--- config.mk ---
export PLATFORM = sky130hd
export DESIGN_NAME = imm_extend_pipe
export DESIGN_NICKNAME = d
export VERILOG_FILES = /design/src/rtl/imm_extend_pipe.sv
export SDC_FILE = /design/constraint.sdc
export NUM_CORES = 1
export LEC_CHECK = 0
export CORE_MARGIN = 4
export CORE_UTILIZATION = 40
export CTS_BUF_LIST = sky130_fd_sc_hd__clkbuf_8
export CTS_CLUSTER_DIAMETER = 100
export DETAILED_ROUTE_END_ITERATION = 8
export SKIP_LAST_GASP = 1
export SLEW_MARGIN = 40
export SYNTH_ARGS = -nofsm -noshare
export SYNTH_HDL_FRONTEND = slang
export SYNTH_SLANG_ARGS = --single-unit
--- constraint.sdc ---
create_clock -name clk -period 2.38 [get_ports clk]
set_input_delay 0.476 -clock clk [delete_from_list [all_inputs] [get_ports clk]]
set_output_delay 0.476 -clock clk [all_outputs]
set_load 0.1 [all_outputs]
--- src/rtl/imm_extend_pipe.sv ---
// Pipelined immediate extender: sign/zero/upper/branch extension, captured into
// an output register with one skid entry behind it, valid/ready on both sides.
module imm_extend_pipe #(
  parameter int IN_W  = 16,
  parameter int OUT_W = 32,
  parameter int BR_SH = 2,
  parameter int TAG_W = 5
) (
  input  logic             clk,
  input  logic             rst_n,
  input  logic             flush,
  input  logic             in_valid,
  output logic             in_ready,
  input  logic [IN_W-1:0]  in_imm,
  input  logic [1:0]       in_mode,
  input  logic [TAG_W-1:0] in_tag,
  output logic             out_valid,
  input  logic             out_ready,
  output logic [OUT_W-1:0] out_ext,
  output logic [TAG_W-1:0] out_tag
);

  if (OUT_W < IN_W + BR_SH) begin : g_bad_width
    $error("imm_extend_pipe: OUT_W must be >= IN_W + BR_SH");
  end

  // State encodes {output valid, skid valid}.
  typedef enum logic [1:0] {
    S_EMPTY = 2'b00,
    S_ONE   = 2'b10,
    S_FULL  = 2'b11
  } state_t;

  state_t           r_state, w_state_nxt;
  logic             w_acc, w_drain, w_ld_out, w_ld_skid, w_sk2out;
  logic [OUT_W-1:0] w_sext, w_ext;
  logic [OUT_W-1:0] r_out_ext, r_sk_ext;
  logic [TAG_W-1:0] r_out_tag, r_sk_tag;

  assign w_sext = {{(OUT_W-IN_W){in_imm[IN_W-1]}}, in_imm};

  always_comb begin
    case (in_mode)
      2'b00:   w_ext = w_sext;
      2'b01:   w_ext = {{(OUT_W-IN_W){1'b0}}, in_imm};
      2'b10:   w_ext = {in_imm, {(OUT_W-IN_W){1'b0}}};
      default: w_ext = w_sext << BR_SH;
    endcase
  end

  // in_ready comes straight from the state register: no path from out_ready.
  assign in_ready  = (r_state != S_FULL);
  assign out_valid = (r_state != S_EMPTY);
  assign out_ext   = r_out_ext;
  assign out_tag   = r_out_tag;
  assign w_acc     = in_valid & in_ready;
  assign w_drain   = out_valid & out_ready;

  always_comb begin
    w_state_nxt = r_state;
    w_ld_out    = 1'b0;
    w_ld_skid   = 1'b0;
    w_sk2out    = 1'b0;
    if (flush) begin
      w_state_nxt = S_EMPTY;
    end else begin
      case (r_state)
        S_EMPTY: if (w_acc) begin
          w_state_nxt = S_ONE;
          w_ld_out    = 1'b1;
        end
        S_ONE: begin
          if (w_acc && w_drain) begin
            w_ld_out = 1'b1;
          end else if (w_acc) begin
            w_state_nxt = S_FULL;
            w_ld_skid   = 1'b1;
          end else if (w_drain) begin
            w_state_nxt = S_EMPTY;
          end
        end
        S_FULL: if (w_drain) begin
          w_state_nxt = S_ONE;
          w_sk2out    = 1'b1;
        end
        default: w_state_nxt = S_EMPTY;
      endcase
    end
  end

  always_ff @(posedge clk or negedge rst_n) begin
    if (!rst_n) r_state <= S_EMPTY;
    else        r_state <= w_state_nxt;
  end

  // Data registers keep their contents on flush; only the state is cleared.
  always_ff @(posedge clk or negedge rst_n) begin
    if (!rst_n) begin
      r_out_ext <= '0;
      r_out_tag <= '0;
      r_sk_ext  <= '0;
      r_sk_tag  <= '0;
    end else begin
      if (w_ld_out) begin
        r_out_ext <= w_ext;
        r_out_tag <= in_tag;
      end else if (w_sk2out) begin
        r_out_ext <= r_sk_ext;
        r_out_tag <= r_sk_tag;
      end
      if (w_ld_skid) begin
        r_sk_ext <= w_ext;
        r_sk_tag <= in_tag;
      end
    end
  end

endmodule

Yosys cells after proc, flatten, opt, wreduce, memory -nomap -nowiden
Cells that the tools add are included.
- flip-flop bits (word level): 76
- latch bits: 0
- RAM bits: 0
- bits in read-only memories: 0
- input bits: 28
- output and inout port bits: 39
- logic and storage cells: 44
- memories kept: 0
- $add $sub $neg: 0
- multipliers: 0
- divide/modulo/power cells: 0
- $lt $le $gt $ge: 0
- eq/ne operators: 9
- shifts and indexed selects: 0
- muxes and demuxes: 22
- bitwise gates (word level): 2
- reductions and logical operators: 6
- operators with widths (kind ; number):
    one-hot mux 32 bit (3 select lines) ; 1
    two-way mux 32 bit ; 2
    two-way mux 2 bit ; 6
    two-way mux 5 bit ; 2
    two-way mux 1 bit ; 9
    inequality test 3 bit, second input constant ; 3
    == test 2 bit, second input constant ; 3
    one-hot mux 2 bit (3 select lines) ; 1
    logical NOT 2 bit ; 2
    inequality test 4 bit, second input constant ; 1
    AND reduction 4 bit ; 1
    nonzero test 2 bit ; 2
    AND 1 bit ; 2
    == test 2 x 1 -> 1 bit, second input constant ; 1
    inequality test 2 bit, second input constant ; 1
    one-hot mux 1 bit (2 select lines) ; 1
    logical AND 1 bit ; 1

Logic depth before layout (Yosys ltp)
- word-level depth: 7
- depth in mapped cells: 8

Worst setup path after synthesis
OpenSTA, ideal clock, no wires.
- path kind: flip-flop to flip-flop
- start: reg r_state[0]
- end: reg r_state[0]
- setup time: 125 ps
- arrival time: 2043 ps
- data required time: 2255 ps
- path slack: 213 ps
- stages on the path, launching flop included: 7
- path buffers: 0
- clock period less this slack: 2167 ps
- path through: dfrtp_1 inv_1 ha_1 inv_1 a221oi_1 a21oi_1 mux2_2
- RTL lines (item ; line ; text):
    start, declared ; 34 ; state_t r_state, w_state_nxt;
    start signal, assigned ; 93 ; else r_state <= w_state_nxt;
    nonzero test 2 bit * ; 53 ; assign out_valid = (r_state != S_EMPTY);
    net out_valid ; 17 ; output logic out_valid,
    AND 1 bit * ; 57 ; assign w_drain = out_valid & out_ready;
    logical AND 1 bit ; 73 ; if (w_acc && w_drain) begin
    inequality test 3 bit (no line) ; -- ;
    AND reduction 4 bit (no line) * ; -- ;
The timed path passes the listed nets; every way through them passes the cells marked *. The select of a mux whose other input is x is not followed.
A chain may end at the register's enable or synchronous reset.

Worst setup path in the final report
- start: reg r_state[0]
- end: out out_valid
- cells in the longest elaborated chain, start to end: 1
- ends and longest elaborated chain (item ; line):
    nonzero test 2 bit ; 53
    end, declared ; 17
Every way passes these cells.

==> qor.txt <==
Yosys cell types -> 30
Seq/Total Area, Yosys -> 51.11%
Synth Area in Compound Gates -> 12.10%
DP HPWL -> 5.893 mm
period utilization -> 79.83%
Final ANT Viol Nets -> 0
synth top area cells -> dfrtp_1 (51%), mux2i_1 (13%), mux2_2 (6.1%)
final core utilization -> 52.07%
initial antenna violation count -> 0
Gate Count Post-Synth -> 352
FP Rows -> 34
register clock-pin slew on the reported worst setup and hold paths -> 80 ps
Initial Util -> 41.85%
non-filler instance count after layout -> 526
routed via count -> 2764
worst hold-check path type -> input port to async pin
total gr overflow -> 0
CTS buffer count -> 9
Ant. Diodes -> 0
DRC errors left -> 0
crit path DAT -> 1420 ps
Post-Route WL -> 8.685 mm
RSZ-0062 raised after global routing -> no
Synth top cells by count -> dfrtp_1 (76), mux2i_1 (47), nand2_1 (44)
Min Clock Period, post-route -> 1900 ps
status -> finished clean
Yosys top cell area share -> 51.11%
Placed Instances -> 511
Max Fanout on Critical Path -> 5
I/O pin count -> 67
Layout area overhead -> 24.41%
gp weighted congestion -> 0.7833
TritonCTS clock tree -> done
Longest Clk Path Bufs -> 2
1st-pass router iterations -> 4
Worst Max-Slew Pin Slew -> 466.6 ps
post-CTS resize count -> 0
Initial DRC Count -> 140
Post-synth top flop -> dfrtp_1
Req. time, crit path -> 1900 ps
Synth area leader -> dfrtp_1
Max Freq -> 526.4 MHz
synthesized area per cell -> 10.57 µm²
xor/xnor cell area share of the yosys netlist -> 0%
Setup Crit Path Kind -> flip-flop to primary output
Clock Skews -> 6.883 ps
post-DR wirelength/cell -> 16.51 µm
setup bufs post-CTS -> 0
FF+latch count, synth -> 76
Yosys warning count -> 0
Synth Cell Area -> 0.003721 mm²
Max transition margin -> 68.47%
root buf cell -> clkbuf_8
Synth Area in Simple Gates -> 10.89%
Hold Fails Final Rpt -> 0
Adder-Cell Fraction of Synth Area -> 1.681%
gr usage total -> 16.32%
first-pass GRT wire length -> 14.26 mm
cts-stage hold buffer count -> 0
Post-Syn Nets -> 385
post-DR vias/cell -> 5.255
number of synthesized flops with an enable pin -> 0
width of the chip -> 104.5 µm
count leader, synth -> dfrtp_1
Max-cap violations -> 0
type of origin of the critical path -> flip-flop
crit path capture type -> primary output
Clock Sinks -> 76
NumNets Final -> 447
area of the core -> 0.008891 mm²
ys async rst share -> 100.0%
largest net degree at the start of global routing -> 44
largest family of logic cells by synthesized area -> multiplexers
share of cells above drive strength 1 -> 21.77%
Final Max Tran Viols -> 0
IO Port Bufs -> 66
post-synthesis mux area share -> 19.00%
Worst-Skew Late Latency -> 340 ps
# H-tree levels -> 3
vias in the first global route -> 2664
final setup fails -> 0
Setup TNS -> 0 ps
Die Y -> 104.5 µm
Die Area -> 0.01091 mm²
## sequential cells by signal (all words and copies together) (netlist names)
signal,count
r_state,2
out_ext,32
out_tag,5
r_sk_ext,32
r_sk_tag,5
## area by class of cell
type | instances | area [µm²]
tap | 108 | 135.1
inverter | 10 | 37.54
multi-input combinational | 240 | 1633
timing repair buffer | 77 | 755.7
sequential | 76 | 1902
clock buffer | 10 | 137.6
clock inverter | 5 | 28.78
fill | 805 | 4262
## layer usage
layer	track usage, %	part of all wire [%]	wire [µm]
met5	0	0	0
met4	4.558	0.97	84
met3	3.724	4.8	415
met2	22.97	43	3734
met1	24.93	51	4450
## worst max-delay path, stage by stage (launching register included)
cell and delay, ps:
dfrtp_1 420, inv_1 80, ha_1 260, inv_1 140, buf_12 190
## metrics by stage
| step | instance area [µm²] | setup slack [ps] | hold slack (ps) |
|---|---|---|---|
| global placement | 4463 | 223.8 | 458.4 |
| detailed placement | 4463 | 190.2 | 470.5 |
| global route | 4629 | 380.3 | 96.65 |
| CTS | 4629 | 460.5 | 81.26 |
| floorplan | 3721 | 212.6 | 180.4 |
| finish | 4629 | 480.2 | 78.23 |
## path summary, 6_finish.rpt
path / start / endpoint / slack (ps) / cells after the start
max: r_state[0]$_DFFE_PN0P_ / out_valid / 480 / 4
min: rst_n / r_sk_ext[26]$_DFFE_PN0P_ / 80 / 1
max reg2reg: r_state[0]$_DFFE_PN0P_ / out_ext[17]$_DFFE_PN0P_ / 570 / 7
min reg2reg: r_sk_ext[20]$_DFFE_PN0P_ / r_sk_ext[20]$_DFFE_PN0P_ / 490 / 1
max in group asynchronous: rst_n / out_ext[9]$_DFFE_PN0P_ / 1720 / 2
min in group clk: r_sk_ext[20]$_DFFE_PN0P_ / r_sk_ext[20]$_DFFE_PN0P_ / 490 / 1
## cell usage in the layout (no fill, tap or decap), drive strengths merged
cell / count
a22oi: 14
a31oi: 22
nand3b: 2
and4bb: 1
nand3: 4
mux2i: 47
ha: 5
nor4bb: 1
inv: 10
dfrtp: 76
clkinv: 5
buf: 51
a21oi: 18
nor2b: 1
o21bai: 2
nor3: 2
nor3b: 1
a221oi: 1
clkdlybuf4s50: 26
o21ai: 18
clkbuf: 10
nand2: 44
mux2: 21
nor2: 36
## logic make-up (layout without fill, tap and decap cells)
kind of cell / count (synthesis) / after routing
and+or+nand+nor: 92 / 92
adders and majority gates: 5 / 5
muxes: 68 / 68
AOI/OAI and AO/OA: 75 / 75
DFF: 76 / 76
buffers and inverters: 36 / 102
Power is not shown: default switching activity piles up to over one toggle a cycle in this logic, so the estimate is an artifact.
